File: config.mk
export PLATFORM = sky130hd
export DESIGN_NAME = img_rsz_collector_flat
export DESIGN_NICKNAME = d
export VERILOG_FILES = /design/src/rtl/img_rsz_collector_if.sv /design/src/rtl/img_rsz_collector.sv /design/src/flat_wrapper.sv
export SDC_FILE = /design/constraint.sdc
export NUM_CORES = 1
export LEC_CHECK = 0
export ABC_AREA = 1
export ABC_CLOCK_PERIOD_IN_PS = 5900
export CORE_MARGIN = 3
export CORE_UTILIZATION = 38
export CTS_CLUSTER_SIZE = 10
export DETAILED_ROUTE_END_ITERATION = 12
export GPL_TIMING_DRIVEN = 0
export PLACE_DENSITY = 0.61
export SYNTH_ARGS = -nofsm -noshare
export SYNTH_HDL_FRONTEND = slang
export SYNTH_SLANG_ARGS = --single-unit
File: constraint.sdc
create_clock -name Clk -period 5.9 [get_ports Clk]
set_clock_uncertainty 0.1 [all_clocks]
set_input_delay 1.475 -clock Clk [delete_from_list [all_inputs] [get_ports Clk]]
set_output_delay 1.475 -clock Clk [all_outputs]
set_load 0.01 [all_outputs]
File: src/rtl/img_rsz_collector_if.sv
// Stream bundle between the resized-pixel forwarder, the collector and the output stage.
// The collector uses the slave modport; the producer/consumer side uses master.
interface img_rsz_collector_if #(
    parameter int PXL_W                = 24,
    parameter int RSZ_IMG_WIDTH_IDX_W  = 2,
    parameter int RSZ_IMG_HEIGHT_IDX_W = 2
);
    logic [PXL_W-1:0]                RszPxlData;
    logic [RSZ_IMG_WIDTH_IDX_W-1:0]  RszPxlX;
    logic [RSZ_IMG_HEIGHT_IDX_W-1:0] RszPxlY;
    logic                            RszPxlVld;
    logic                            RszPxlRdy;
    logic [PXL_W-1:0]                OutPxlData;
    logic                            OutPxlFirst;
    logic                            OutPxlLast;
    logic                            OutPxlVld;
    logic                            OutPxlRdy;
    logic                            FrmDone;
    logic                            DupErr;
    logic                            RngErr;

    modport slave (
        input  RszPxlData, RszPxlX, RszPxlY, RszPxlVld, OutPxlRdy,
        output RszPxlRdy, OutPxlData, OutPxlFirst, OutPxlLast, OutPxlVld,
               FrmDone, DupErr, RngErr
    );

    modport master (
        output RszPxlData, RszPxlX, RszPxlY, RszPxlVld, OutPxlRdy,
        input  RszPxlRdy, OutPxlData, OutPxlFirst, OutPxlLast, OutPxlVld,
               FrmDone, DupErr, RngErr
    );
endinterface

File: src/rtl/img_rsz_collector.sv
// Reorder buffer that takes out-of-order resized pixels and re-emits them in raster order.
// Optional zero-latency pass-through of the pixel at the read pointer: define IMG_RSZ_COL_BYPASS_EN.
module img_rsz_collector #(
    parameter int RSZ_IMG_WIDTH_SIZE   = 4,
    parameter int RSZ_IMG_HEIGHT_SIZE  = 4,
    parameter int RSZ_IMG_WIDTH_IDX_W  = $clog2(RSZ_IMG_WIDTH_SIZE),
    parameter int RSZ_IMG_HEIGHT_IDX_W = $clog2(RSZ_IMG_HEIGHT_SIZE),
    parameter int PXL_PRIM_COLOR_NUM   = 3,
    parameter int PXL_PRIM_COLOR_W     = 8,
    parameter int PXL_W                = PXL_PRIM_COLOR_NUM * PXL_PRIM_COLOR_W
) (
    input logic                 Clk,
    input logic                 Rst,
    img_rsz_collector_if.slave  bus
);
    localparam int W      = RSZ_IMG_WIDTH_SIZE;
    localparam int H      = RSZ_IMG_HEIGHT_SIZE;
    localparam int SLOTS  = W * H;
    localparam int SLOT_W = (SLOTS > 1) ? $clog2(SLOTS) : 1;
    localparam int PTR_XW = (W > 1) ? $clog2(W) : 1;
    localparam int PTR_YW = (H > 1) ? $clog2(H) : 1;

    logic [PXL_W-1:0]  pxlBuf [SLOTS];
    logic [SLOTS-1:0]  slotFull;
    logic [PTR_XW-1:0] rdX;
    logic [PTR_YW-1:0] rdY;
    logic              frmDone;
    logic              dupErr;
    logic              rngErr;

    logic              inAcc;
    logic              wrInRange;
    logic [SLOT_W-1:0] wrSlot;
    logic [SLOT_W-1:0] rdSlot;
    logic              slotHit;
    logic              bypassHit;
    logic              outVld;
    logic              outXfer;
    logic              rdIsLast;
    logic              wrOk;
    logic              wrDup;
    logic              wrRng;

    // Slot indices are flattened raster positions; the write index is only used when in range.
    always_comb begin
        inAcc     = bus.RszPxlVld && !Rst;
        wrInRange = (int'(bus.RszPxlX) < W) && (int'(bus.RszPxlY) < H);
        wrSlot    = SLOT_W'(int'(bus.RszPxlY) * W + int'(bus.RszPxlX));
        rdSlot    = SLOT_W'(int'(rdY) * W + int'(rdX));
        slotHit   = slotFull[rdSlot];
`ifdef IMG_RSZ_COL_BYPASS_EN
        bypassHit = inAcc && wrInRange && !slotHit && (wrSlot == rdSlot);
`else
        bypassHit = 1'b0;
`endif
        outVld    = !Rst && (slotHit || bypassHit);
        outXfer   = outVld && bus.OutPxlRdy;
        rdIsLast  = (rdX == PTR_XW'(W - 1)) && (rdY == PTR_YW'(H - 1));
        wrOk      = inAcc && wrInRange && !slotFull[wrSlot] && !(bypassHit && bus.OutPxlRdy);
        wrDup     = inAcc && wrInRange && slotFull[wrSlot];
        wrRng     = inAcc && !wrInRange;
    end

    // A write can never hit the slot being drained: a drained slot is full, so the write is a duplicate.
    always_ff @(posedge Clk) begin
        if (Rst) begin
            slotFull <= '0;
            rdX      <= '0;
            rdY      <= '0;
            frmDone  <= 1'b0;
            dupErr   <= 1'b0;
            rngErr   <= 1'b0;
        end else begin
            frmDone <= outXfer && rdIsLast;
            if (wrDup) dupErr <= 1'b1;
            if (wrRng) rngErr <= 1'b1;
            if (outXfer) slotFull[rdSlot] <= 1'b0;
            if (wrOk) slotFull[wrSlot] <= 1'b1;
            if (outXfer) begin
                if (rdX == PTR_XW'(W - 1)) begin
                    rdX <= '0;
                    if (rdY == PTR_YW'(H - 1)) rdY <= '0;
                    else                       rdY <= rdY + 1'b1;
                end else begin
                    rdX <= rdX + 1'b1;
                end
            end
        end
    end

    always_ff @(posedge Clk) begin
        if (wrOk) pxlBuf[wrSlot] <= bus.RszPxlData;
    end

    assign bus.RszPxlRdy   = !Rst;
    assign bus.OutPxlVld   = outVld;
    assign bus.OutPxlData  = bypassHit ? bus.RszPxlData : pxlBuf[rdSlot];
    assign bus.OutPxlFirst = (rdX == '0) && (rdY == '0);
    assign bus.OutPxlLast  = rdIsLast;
    assign bus.FrmDone     = frmDone;
    assign bus.DupErr      = dupErr;
    assign bus.RngErr      = rngErr;
endmodule

File: src/flat_wrapper.sv
// flat-port wrapper written by rule: the top's interface ports become plain ports
module img_rsz_collector_flat 
#(
    parameter int RSZ_IMG_WIDTH_SIZE   = 4,
    parameter int RSZ_IMG_HEIGHT_SIZE  = 4,
    parameter int RSZ_IMG_WIDTH_IDX_W  = $clog2(RSZ_IMG_WIDTH_SIZE),
    parameter int RSZ_IMG_HEIGHT_IDX_W = $clog2(RSZ_IMG_HEIGHT_SIZE),
    parameter int PXL_PRIM_COLOR_NUM   = 3,
    parameter int PXL_PRIM_COLOR_W     = 8,
    parameter int PXL_W                = PXL_PRIM_COLOR_NUM * PXL_PRIM_COLOR_W
)
  (Clk, Rst, bus_RszPxlData, bus_RszPxlX, bus_RszPxlY, bus_RszPxlVld, bus_OutPxlRdy, bus_RszPxlRdy, bus_OutPxlData, bus_OutPxlFirst, bus_OutPxlLast, bus_OutPxlVld, bus_FrmDone, bus_DupErr, bus_RngErr);
  img_rsz_collector_if #(.PXL_W(PXL_W), .RSZ_IMG_WIDTH_IDX_W(RSZ_IMG_WIDTH_IDX_W), .RSZ_IMG_HEIGHT_IDX_W(RSZ_IMG_HEIGHT_IDX_W)) bus_i ();
  input logic Clk;
  input logic Rst;
  input wire logic [$bits(bus_i.RszPxlData)-1:0] bus_RszPxlData;
  input wire logic [$bits(bus_i.RszPxlX)-1:0] bus_RszPxlX;
  input wire logic [$bits(bus_i.RszPxlY)-1:0] bus_RszPxlY;
  input wire logic [$bits(bus_i.RszPxlVld)-1:0] bus_RszPxlVld;
  input wire logic [$bits(bus_i.OutPxlRdy)-1:0] bus_OutPxlRdy;
  output wire logic [$bits(bus_i.RszPxlRdy)-1:0] bus_RszPxlRdy;
  output wire logic [$bits(bus_i.OutPxlData)-1:0] bus_OutPxlData;
  output wire logic [$bits(bus_i.OutPxlFirst)-1:0] bus_OutPxlFirst;
  output wire logic [$bits(bus_i.OutPxlLast)-1:0] bus_OutPxlLast;
  output wire logic [$bits(bus_i.OutPxlVld)-1:0] bus_OutPxlVld;
  output wire logic [$bits(bus_i.FrmDone)-1:0] bus_FrmDone;
  output wire logic [$bits(bus_i.DupErr)-1:0] bus_DupErr;
  output wire logic [$bits(bus_i.RngErr)-1:0] bus_RngErr;
  assign bus_i.RszPxlData = bus_RszPxlData;
  assign bus_i.RszPxlX = bus_RszPxlX;
  assign bus_i.RszPxlY = bus_RszPxlY;
  assign bus_i.RszPxlVld = bus_RszPxlVld;
  assign bus_i.OutPxlRdy = bus_OutPxlRdy;
  assign bus_RszPxlRdy = bus_i.RszPxlRdy;
  assign bus_OutPxlData = bus_i.OutPxlData;
  assign bus_OutPxlFirst = bus_i.OutPxlFirst;
  assign bus_OutPxlLast = bus_i.OutPxlLast;
  assign bus_OutPxlVld = bus_i.OutPxlVld;
  assign bus_FrmDone = bus_i.FrmDone;
  assign bus_DupErr = bus_i.DupErr;
  assign bus_RngErr = bus_i.RngErr;
  img_rsz_collector #(.RSZ_IMG_WIDTH_SIZE(RSZ_IMG_WIDTH_SIZE), .RSZ_IMG_HEIGHT_SIZE(RSZ_IMG_HEIGHT_SIZE), .RSZ_IMG_WIDTH_IDX_W(RSZ_IMG_WIDTH_IDX_W), .RSZ_IMG_HEIGHT_IDX_W(RSZ_IMG_HEIGHT_IDX_W), .PXL_PRIM_COLOR_NUM(PXL_PRIM_COLOR_NUM), .PXL_PRIM_COLOR_W(PXL_PRIM_COLOR_W), .PXL_W(PXL_W)) u_core (.Clk(Clk), .Rst(Rst), .bus(bus_i));
endmodule
==> flow_summary.toml <==
[final_layout]
fill_cells = 3774
final_nets = 1444
drive_gt1_share_pct = 7.05
utilization_pct = 45.2
diodes = 0
syn2layout_area_growth_pct = 16.7
instances_no_fill = 1996

[detailed_routing]
wire_per_inst_um = 25.3
via_per_inst = 5.78
wirelength_mm = 50.5
drc_errors = 0
antenna_left = 0
dr.pass1.iters = 6
vias = 11500
drt_iter0_markers = 1505

[place]
hpwl_mm = 31.3
place.port_buffers = 59
place.gp.congestion = 0.850
dp.cells = 1931
place_ws_ns = 0.998

[global_routing]
grt_overflow_total = 0
grt_use_total_pct = 22.1
grt_pass1_wl_mm = 73.5
antenna_found_initial = 1
grt_max_degree = 25
grt_pass1_vias = 11100

[clock_tree]
clk_path_buf_depth = 3
clock_latency_ns = 0.57
hold_buffers = 0
cts_resized = 0
post_cts_buffers = 0
cts-buffers-inserted = 46
clk_pin_slew_worst_paths_ns = 0.06
cts-htree-levels = 2
cts_root_buf = "clkbuf_16"
cts_sinks = 406
cts_tree = "done"

[synthesis]
yosys.area_share.simple_pct = 10.0
synthesis.area_sq_mm = 0.0164
yosysSeqAreaShare_pct = 73.0
synth_seq_cells = 406
ys_types = 31
synth_xor_area_share_pct = 0
syn_nets = 1330
syn_inst = 1290
yosysTopAreaCellShare_pct = 70.3
synth_top_family_by_area = "compound AO/OA/AOI/OAI gates"
synthTopCellsByArea = "edfxtp_1 70%, o21ai_0 6.0%, nor2_1 4.7%"
synth_warnings = 0
synth_top_area_cell = "edfxtp_1"
synth_mux_area_share_pct = 0
syn-mean-instance-area_sq_um = 12.7
synth_adder_area_share_pct = 0.610
synth_compound_area_share_pct = 12.5

[die]
boundaryPins = 63
die_y_um = 214
die-area_sq_mm = 0.0457
core-area_sq_mm = 0.0423
row_count = 75
initial_core_util_pct = 38.8
die_w_um = 214

[timing]
finalMaxSlewViolations = 0
slew_headroom_pct = 8.42
tightest_slew_ns = 1.37
fmax_ghz = 0.191
setup_viol_count_final = 0
worst_slack_ns = 0.674
period_share_pct = 88.6
fin_crit_ns = 5.23
hold_viol_final = 0
rsz0062_at_grt = "false"

[power]
peakVddDrop_mv = 0.208
p_per_area_mw_per_mm2 = 307
p_leak_nw = 6.36
p_total_mw = 5.87

[worst_setup_path]
crit_buf_inv = 4
path_cells = "buf_2 > clkbuf_2 > clkbuf_1 > o21ai_0 > o221ai_1 > nand3_1 > nand2_1 > clkdlybuf4s50_1"
cpPeakStageDelay_ns = 0.57
crit_type = "reg2out"
crit_path_max_fanout = 10
required_ns = 4.32
cpMaxStageDelayCell = "clkbuf_1"
critical_path.top_delay_family = "buffers and inverters"
worstPathArrival_ns = 3.65
cp-start-kind = "flip-flop"
critPathCaptureType = "output port"

[status]
run_status = "completed"

[hold_path]
hold_path_class = "reg2reg"

[run]
cap_viol_max_count = 0
[flip-flops by register name, indices dropped and copies added, names as in the netlist]
register            cells
u_core.slotFull        16
u_core.rdY              2
u_core.rdX              2
u_core.bus.DupErr       1
u_core.pxlBuf         384
u_core.bus.FrmDone      1
[stage by stage]
step	hold slack (ns)	instance area [sq um]	setup TNS (ns)
4_1_cts	0.363	19100	0
5_1_grt	0.382	19100	0
2_1_floorplan	0.340	16400	0
6_report	0.365	19100	0
3_3_place_gp	0.342	17700	-33.81
3_5_place_dp	0.356	17800	0
[synth_stat cells, drive strengths merged]
cell type and number:
nor2 208, conb 1, o21ai 198, nand3 45, o31ai 1, inv 56
o22ai 19, edfxtp 384, o211ai 19, nor3 1, clkinv 2, nand4 34
o221ai 77, or2 1, dfxtp 22, clkbuf 67, a21oi 20, ha 8
buf 26, nand2 101
[cells in the final DEF (no fill, tap or decap), drive strengths merged, types with 22 or more instances in the layout]
cell type and count:
clkbuf 127, nand4 34, inv 55, o21ai 198, edfxtp 384, dfxtp 22
nand2 101, nand3 45, clkdlybuf4s50 59, buf 33, o221ai 77, nor2 208
[cell families (layout without fill, tap and decap cells)]
| group | after synthesis | in the layout |
|---|---|---|
| adder cells (fa/ha/maj) | 8 | 8 |
| other | 1 | 1 |
| AO/OA/AOI/OAI | 334 | 334 |
| flip-flops | 406 | 406 |
| AND/OR/NAND/NOR | 390 | 390 |
| buffers and inverters | 151 | 280 |
[path summary, 6_finish.rpt]
path                                       start  slack [ns]  cells past startpoint                             to
setup / recovery      u_core.rdX[1]$_SDFFE_PP0N_        0.67                      8             bus_OutPxlData[12]
hold / removal     u_core.slotFull[0]$_SDFF_PP0_        0.36                      2  u_core.slotFull[0]$_SDFF_PP0_
setup reg to reg  u_core.slotFull[15]$_SDFF_PP0_        3.05                     10  u_core.pxlBuf[5][3]$_DFFE_PP_
hold reg to reg    u_core.slotFull[0]$_SDFF_PP0_        0.36                      2  u_core.slotFull[0]$_SDFF_PP0_
[layer usage]
| layer | vias to the layer above | wire length (um) | track usage, % |
|---|---|---|---|
| li1 | 5016 | - | - |
| met1 | 5752 | 21000 | 31.5 |
| met2 | 651 | 23100 | 34.3 |
| met3 | 106 | 4780 | 3.99 |
| met4 | 2 | 1640 | 7.86 |
| met5 | - | 18 | 0 |
[final cells by class]
cell class,count,area (sq um),area share (%)
Inverter,58,218,1.14
Timing Repair Buffer,66,722,3.77
Sequential cell,406,12000,62.6
Clock inverter,3,63.8,0.333
Buffer,93,422,2.20
Clock buffer,60,1220,6.40
Tap cell,577,722,3.77
Multi-Input combinational cell,733,3790,19.8
[worst min-delay path: cells and delay by family, from the launching register on]
family	cells	cell delay [ns]
flops	1	0.31
simple gates	1	0.06
compound gates	1	0.05
[power breakdown]
part	total [mW]	switching, mW	leakage [nW]	internal, mW
clock	2.55	1.11	0.619	1.44
sequential	3.18	0.00471	3.64	3.18
combinational	0.140	0.103	2.10	0.0368
total	5.87	1.22	6.36	4.65
No activity file was read; power rests on OpenSTA's default activity.
